--- src/rtl/chunked_add_sub.sv ---
// Multi-cycle add/subtract: CHUNK bits per clock through one short carry chain,
// with a registered carry between chunks and valid/ready on both sides.
module chunked_add_sub #(
  parameter int N     = 16,
  parameter int CHUNK = 4
) (
  input  logic         clk,
  input  logic         reset,
  input  logic         in_valid,
  output logic         in_ready,
  input  logic         sub,
  input  logic [N-1:0] A,
  input  logic [N-1:0] B,
  output logic         out_valid,
  input  logic         out_ready,
  output logic [N:0]   total,
  output logic         overflow
);

  localparam int STEPS = N / CHUNK;
  localparam int CW    = (STEPS > 1) ? $clog2(STEPS) : 1;

  localparam logic [1:0] IDLE = 2'd0;
  localparam logic [1:0] BUSY = 2'd1;
  localparam logic [1:0] DONE = 2'd2;

  if (CHUNK < 1 || CHUNK > N || (N % CHUNK) != 0) begin : g_bad_chunk
    $error("chunked_add_sub: N must be a multiple of CHUNK");
  end

  logic [1:0]    state_q, state_d;
  logic [N-1:0]  a_q, a_d;
  logic [N-1:0]  b_q, b_d;
  logic [N-1:0]  sum_q, sum_d;
  logic [N:0]    total_q, total_d;
  logic [CW-1:0] cnt_q, cnt_d;
  logic          carry_q, carry_d;
  logic          sub_q, sub_d;
  logic          ovf_q, ovf_d;

  logic [CHUNK:0] chunk;
  logic [N-1:0]   sum_sh;
  logic           msb_cin;
  logic           last;

  always_comb begin
    chunk = {1'b0, a_q[CHUNK-1:0]}
          + {1'b0, b_q[CHUNK-1:0]}
          + {{CHUNK{1'b0}}, carry_q};
    // New chunk enters at the top; after STEPS shifts it sits in place.
    sum_sh  = N'({chunk[CHUNK-1:0], sum_q} >> CHUNK);
    msb_cin = chunk[CHUNK-1] ^ a_q[CHUNK-1] ^ b_q[CHUNK-1];
    last    = (cnt_q == CW'(STEPS - 1));

    state_d = state_q;
    a_d     = a_q;
    b_d     = b_q;
    sum_d   = sum_q;
    total_d = total_q;
    cnt_d   = cnt_q;
    carry_d = carry_q;
    sub_d   = sub_q;
    ovf_d   = ovf_q;

    case (state_q)
      IDLE: begin
        if (in_valid) begin
          a_d     = A;
          b_d     = sub ? ~B : B;
          carry_d = sub;
          sub_d   = sub;
          cnt_d   = '0;
          state_d = BUSY;
        end
      end
      BUSY: begin
        a_d     = a_q >> CHUNK;
        b_d     = b_q >> CHUNK;
        carry_d = chunk[CHUNK];
        sum_d   = sum_sh;
        cnt_d   = cnt_q + CW'(1);
        if (last) begin
          cnt_d   = '0;
          total_d = {sub_q ^ chunk[CHUNK], sum_sh};
          ovf_d   = msb_cin ^ chunk[CHUNK];
          state_d = DONE;
        end
      end
      DONE: begin
        if (out_ready) state_d = IDLE;
      end
      default: state_d = IDLE;
    endcase
  end

  always_ff @(posedge clk or posedge reset) begin
    if (reset) begin
      state_q <= IDLE;
      a_q     <= '0;
      b_q     <= '0;
      sum_q   <= '0;
      total_q <= '0;
      cnt_q   <= '0;
      carry_q <= 1'b0;
      sub_q   <= 1'b0;
      ovf_q   <= 1'b0;
    end else begin
      state_q <= state_d;
      a_q     <= a_d;
      b_q     <= b_d;
      sum_q   <= sum_d;
      total_q <= total_d;
      cnt_q   <= cnt_d;
      carry_q <= carry_d;
      sub_q   <= sub_d;
      ovf_q   <= ovf_d;
    end
  end

  assign in_ready  = (state_q == IDLE);
  assign out_valid = (state_q == DONE);
  assign total     = total_q;
  assign overflow  = ovf_q;

endmodule
--- config.mk ---
export PLATFORM = sky130hd
export DESIGN_NAME = chunked_add_sub
export DESIGN_NICKNAME = d
export VERILOG_FILES = /design/src/rtl/chunked_add_sub.sv
export SDC_FILE = /design/constraint.sdc
export NUM_CORES = 1
export LEC_CHECK = 0
export CAP_MARGIN = 10
export CORE_MARGIN = 5
export CORE_UTILIZATION = 52
export DETAILED_ROUTE_END_ITERATION = 8
export PLACE_DENSITY = 0.91
export SETUP_SLACK_MARGIN = 0.05
export SYNTH_ARGS = -nofsm -noshare
export SYNTH_HDL_FRONTEND = slang
export SYNTH_SLANG_ARGS = --single-unit
--- constraint.sdc ---
create_clock -name clk -period 2.86 [get_ports clk]
set_clock_uncertainty 0.05 [all_clocks]
set_input_delay 0.286 -clock clk [delete_from_list [all_inputs] [get_ports clk]]
set_output_delay 0.286 -clock clk [all_outputs]
set_load 0.005 [all_outputs]
# ---- Word-level counts from Yosys, hierarchy flattened
# Cells that the tools add are included.
dict set report totals {
  ff_bits 72
  in_bits 37
  output_inout_bits 20
  word_cells 43
}
dict set report classes {
  add_sub_neg 3
  eq_ne 6
  n_mux 14
  n_bitwise 5
  n_reduce_logical 6
}
# cell n
set ops {}
lappend ops {{16-bit one-hot mux with 2 select lines} 2}
lappend ops {{16-bit 2-to-1 mux} 3}
lappend ops {{16-bit NOT} 1}
lappend ops {{2-bit 2-to-1 mux} 5}
lappend ops {{2-bit one-hot mux with 3 select lines} 1}
lappend ops {{2-bit AND reduction} 3}
lappend ops {{4-bit by 4-bit adder with 5-bit output} 1}
lappend ops {{5-bit by 1-bit adder with 5-bit output} 1}
lappend ops {{2-bit equality test, second input constant} 2}
lappend ops {{2-bit inequality test, second input constant} 2}
lappend ops {{2-bit one-hot mux with 2 select lines} 1}
lappend ops {{1-bit bitwise XOR} 4}
lappend ops {{3-bit AND reduction} 1}
lappend ops {{2-bit by 1-bit adder with 2-bit output, second input constant} 1}
lappend ops {{2-bit by 1-bit equality test with 1-bit output, second input constant} 1}
lappend ops {{2-bit zero test} 1}
lappend ops {{2-bit by 1-bit inequality test with 1-bit output, second input constant} 1}
lappend ops {{1-bit one-hot mux with 2 select lines} 1}
lappend ops {{2-bit nonzero test} 1}
lappend ops {{1-bit 2-to-1 mux} 1}

# ---- Logic depth before layout (Yosys ltp)
dict set report depth {
  word_depth 5
  mapped_depth 6
  mapped_depth_nobuf 6
}

# ---- Worst setup path after synthesis
# No wires, ideal clock.
dict set report synth_timing {
  kind {flip-flop to flip-flop}
  start {register a_q[0]}
  end {register ovf_q (netlist: overflow)}
  setup_time_ns 0.095
  arrival_time_ns 1.997
  required_time_ns 2.715
  slack_ns 0.718
  path_stages_with_launch 7
  n_path_buf 0
  period_less_slack_ns 2.142
  cell_sequence {dfrtp_1 > fa_1 > fa_1 > a21o_1 > a211oi_1 > a211oi_1 > o31ai_1}
}
dict set report synth_between {
  elab_chain_cells 5
}
# element line_no
set synth_rtl {}
lappend synth_rtl {{start: declaration} 32} ;# logic [N-1:0] a_q, a_d;
lappend synth_rtl {{start signal: assignment} 99} ;# a_q <= '0;
lappend synth_rtl {{start signal: assignment} 109} ;# a_q <= a_d;
lappend synth_rtl {{4-bit by 4-bit adder with 5-bit output (*)} 48} ;# + {1'b0, b_q[CHUNK-1:0]}
lappend synth_rtl {{5-bit by 1-bit adder with 5-bit output (*)} 49} ;# + {{CHUNK{1'b0}}, carry_q};
lappend synth_rtl {{1-bit bitwise XOR (2 in a row)} 52} ;# msb_cin = chunk[CHUNK-1] ^ a_q[CHUNK-1] ^ b_q[CHUNK-1];
lappend synth_rtl {{1-bit bitwise XOR (*)} 85} ;# ovf_d = msb_cin ^ chunk[CHUNK];
lappend synth_rtl {{end signal: assignment} 116} ;# ovf_q <= ovf_d;
lappend synth_rtl {{end: declaration} 39} ;# logic ovf_q, ovf_d;
# Mark *: on every way between the ends. The rest lies on a longest branch, timed or not.
# A chain may end at the register's enable or synchronous reset.

# ---- Worst setup path in the final report
# Ends and elaborated chain as after synthesis.

==> out/qor.csv <==
metric,value,unit
viasPerCell,5.30,
dp.final_hpwl,4.56,mm
cts-resized-gates,0,
path_depth,6,
fp.dieH,87.0,um
fill_cells,416,
cap_viol_max_count,0,
avgSynthCellArea,10.5,um^2
syn_to_final_growth,27.4,%
crit_family,adder cells,
yosys_warnings,0,
holdCritPathClass,primary input to asynchronous set/reset pin,
cts.path.max_buffers,2,
fin_cells,428,
cts_tree,done,
p_switching,1.69,mW
grt_max_degree,37,
num_vias,2270,
post-route-period-util,0.806,
ctsHoldBuffers,0,
cts-root-buf,clkbuf_8,
leakagePower,1.77,nW
io_buffers,56,
path_cells,fa_1 > fa_1 > a21o_1 > a211oi_1 > a211oi_1 > o31ai_1,
core,0.00585,mm^2
clock-sinks,68,
syn_area,0.00308,mm^2
nNetsFinal,391,
cts_max_level,3,
rsz0062_at_grt,no,
worstPathArrival,2.50,ns
avgRoutedWirePerCell,15.0,um
whs,0.335,ns
ys_ff_latch,68,
hold_viol_final,0,
clkTransAtPathRegs,0.07,ns
layout_common_cells,"75 x nand2_1, 68 x dfrtp_1, 56 x clkdlybuf4s50_1",
cts_setup_buffers,0,
max-vdd-ir-drop,0.628,mV
setup_viol,0,
pwr-share-comb,0.419,
finalPower,4.68,mW
drt_pre_antenna_iters,4,
period_needed,2.30,ns
pwr-share-seq,0.375,
start_util,0.527,
cts_made_buffers,9,
die_w,87.0,um
endpoint_kind,flip-flop,
clkPwrFrac,0.207,
crit_fanout,3,
p_sw_frac,0.361,
intPower,2.99,mW
tns,0,ns
r2r_setup_slack,0.56,ns
dp_cells,412,
first_iter_violations,137,
antennaDiodeCount,0,
seq_area_frac_synth,0.552,
routed_wl,6.41,mm
status,completed,
cp_num_buf_inv,0,
final_common_cell,nand2_1,
cpMaxStageDelayCell,fa_1,
max_slew_margin,0.448,
place.gp.congestion,0.879,
grt_pass1_vias,2270,
clk_latency,0.34,ns
grt_pass1_wl,10.5,mm
layout-drive-gt1-share,0.113,
antenna_found_initial,0,
synth.net_count,337,
io_pins,57,
cpPeakStageDelay,0.48,ns
worstSetupStartpointType,flip-flop,
tightest_slew,0.825,ns
clock.fmax,434,MHz
powerDensity,1190,mW/mm^2
overflow,0,
yosysUniqueCellTypes,33,
r2r_cells,6,
crit_required,3.06,ns
drtAntennaViolNets,0,
rows,28,
path_class,flip-flop to flip-flop,
grtUsageTotal,0.181,
drc,0,
synthCells,294,
slew_violations,0,
die_area,0.00757,mm^2
metrics by stage:
stage / cell area, um^2 / setup WS, ns / util
global route: 3930 / 0.411 / 0.671
CTS: 3930 / 0.562 / 0.671
global placement: 3680 / 0.651 / 0.628
detailed placement: 3680 / 0.593 / 0.628
finish: 3930 / 0.556 / 0.671
floorplan: 3080 / 0.718 / -
cells by family (layout without fill, tap and decap cells):
| group | after synthesis | count (layout) | synth area share |
|---|---|---|---|
| xor gates and xnor gates | 19 | 19 | 0.0540 |
| and+or+nand+nor | 114 | 114 | 0.153 |
| buffers and inverters | 20 | 79 | 0.0382 |
| adders and majority gates | 6 | 6 | 0.0292 |
| DFF | 68 | 68 | 0.552 |
| muxes | 14 | 14 | 0.0512 |
| AOI/OAI and AO/OA | 53 | 53 | 0.122 |
worst register-to-register path: cells and delay by family, from the launching register on:
| family | cells | cell delay, ns |
|---|---|---|
| AO/OA/AOI/OAI | 4 | 0.85 |
| adder cells (fa/ha/maj) | 2 | 0.92 |
| flip-flops | 1 | 0.41 |
cells in the mapped netlist (all sizes together):
library cell,number,share of area
nand2,77,0.095
dfrtp,68,0.55
nor2,30,0.039
xnor2,18,0.051
buf,16,0.033
mux2,14,0.051
o21ai,14,0.023
a221o,12,0.039
a31oi,12,0.024
a211oi,6,0.015
ha,4,0.016
a21o,2,0.0049
a21oi,2,0.0032
clkbuf,2,0.0024
fa,2,0.013
inv,2,0.0024
nand2b,2,0.0041
o31ai,2,0.0049
a21boi,1,0.0024
a22oi,1,0.0024
and2b,1,0.0032
and3,1,0.0020
nand3,1,0.0016
nor3b,1,0.0061
o211a,1,0.0032
or3,1,0.0020
xor2,1,0.0028
area by class of cell:
class	instances	area, um^2	share of cell area
Sequential cell	68	1700	0.434
Multi-Input combinational cell	206	1260	0.322
Timing Repair Buffer	61	611	0.156
Clock buffer	10	138	0.0351
Clock inverter	6	111	0.0284
Tap cell	75	93.8	0.0239
Inverter	2	7.51	0.00191
flip-flops by register name, summed over array words and instances, names as in the netlist:
name,flops
total,17
a_q,16
b_q,16
sum_q,12
cnt_q,2
state_q,2
carry_q,1
overflow,1
sub_q,1
routing by layer:
layer,share of wire,track usage,vias up,wire [um]
li1,-,-,1109,-
met1,0.43,0.228,1071,2740
met2,0.49,0.288,71,3120
met3,0.052,0.0322,19,336
met4,0.033,0.118,0,214
met5,0,0,-,0
path summary, 6_finish.rpt:
path	startpoint	endpoint
min in group clk	sum_q[7]	sum_q[7]
worst max-delay path	a_q[0]	overflow
worst max register to register	a_q[0]	overflow
max in group asynchronous	reset	total[12]
worst min register to register	sum_q[7]	sum_q[7]
worst min-delay path	reset	a_q[14]
power by group through the flow:
| stage | clock [mW] | sequential, mW | combinational [mW] |
|---|---|---|---|
| 3_5_place_dp | 0 | 1.77 | 1.96 |
| 6_report | 0.966 | 1.75 | 1.96 |
| 2_1_floorplan | 0 | 1.68 | 1.42 |
| 5_1_grt | 1.03 | 1.81 | 2.18 |
| 3_3_place_gp | 0 | 1.73 | 1.86 |
| 4_1_cts | 0.979 | 1.76 | 1.98 |
(Power assumes the default switching activity.)
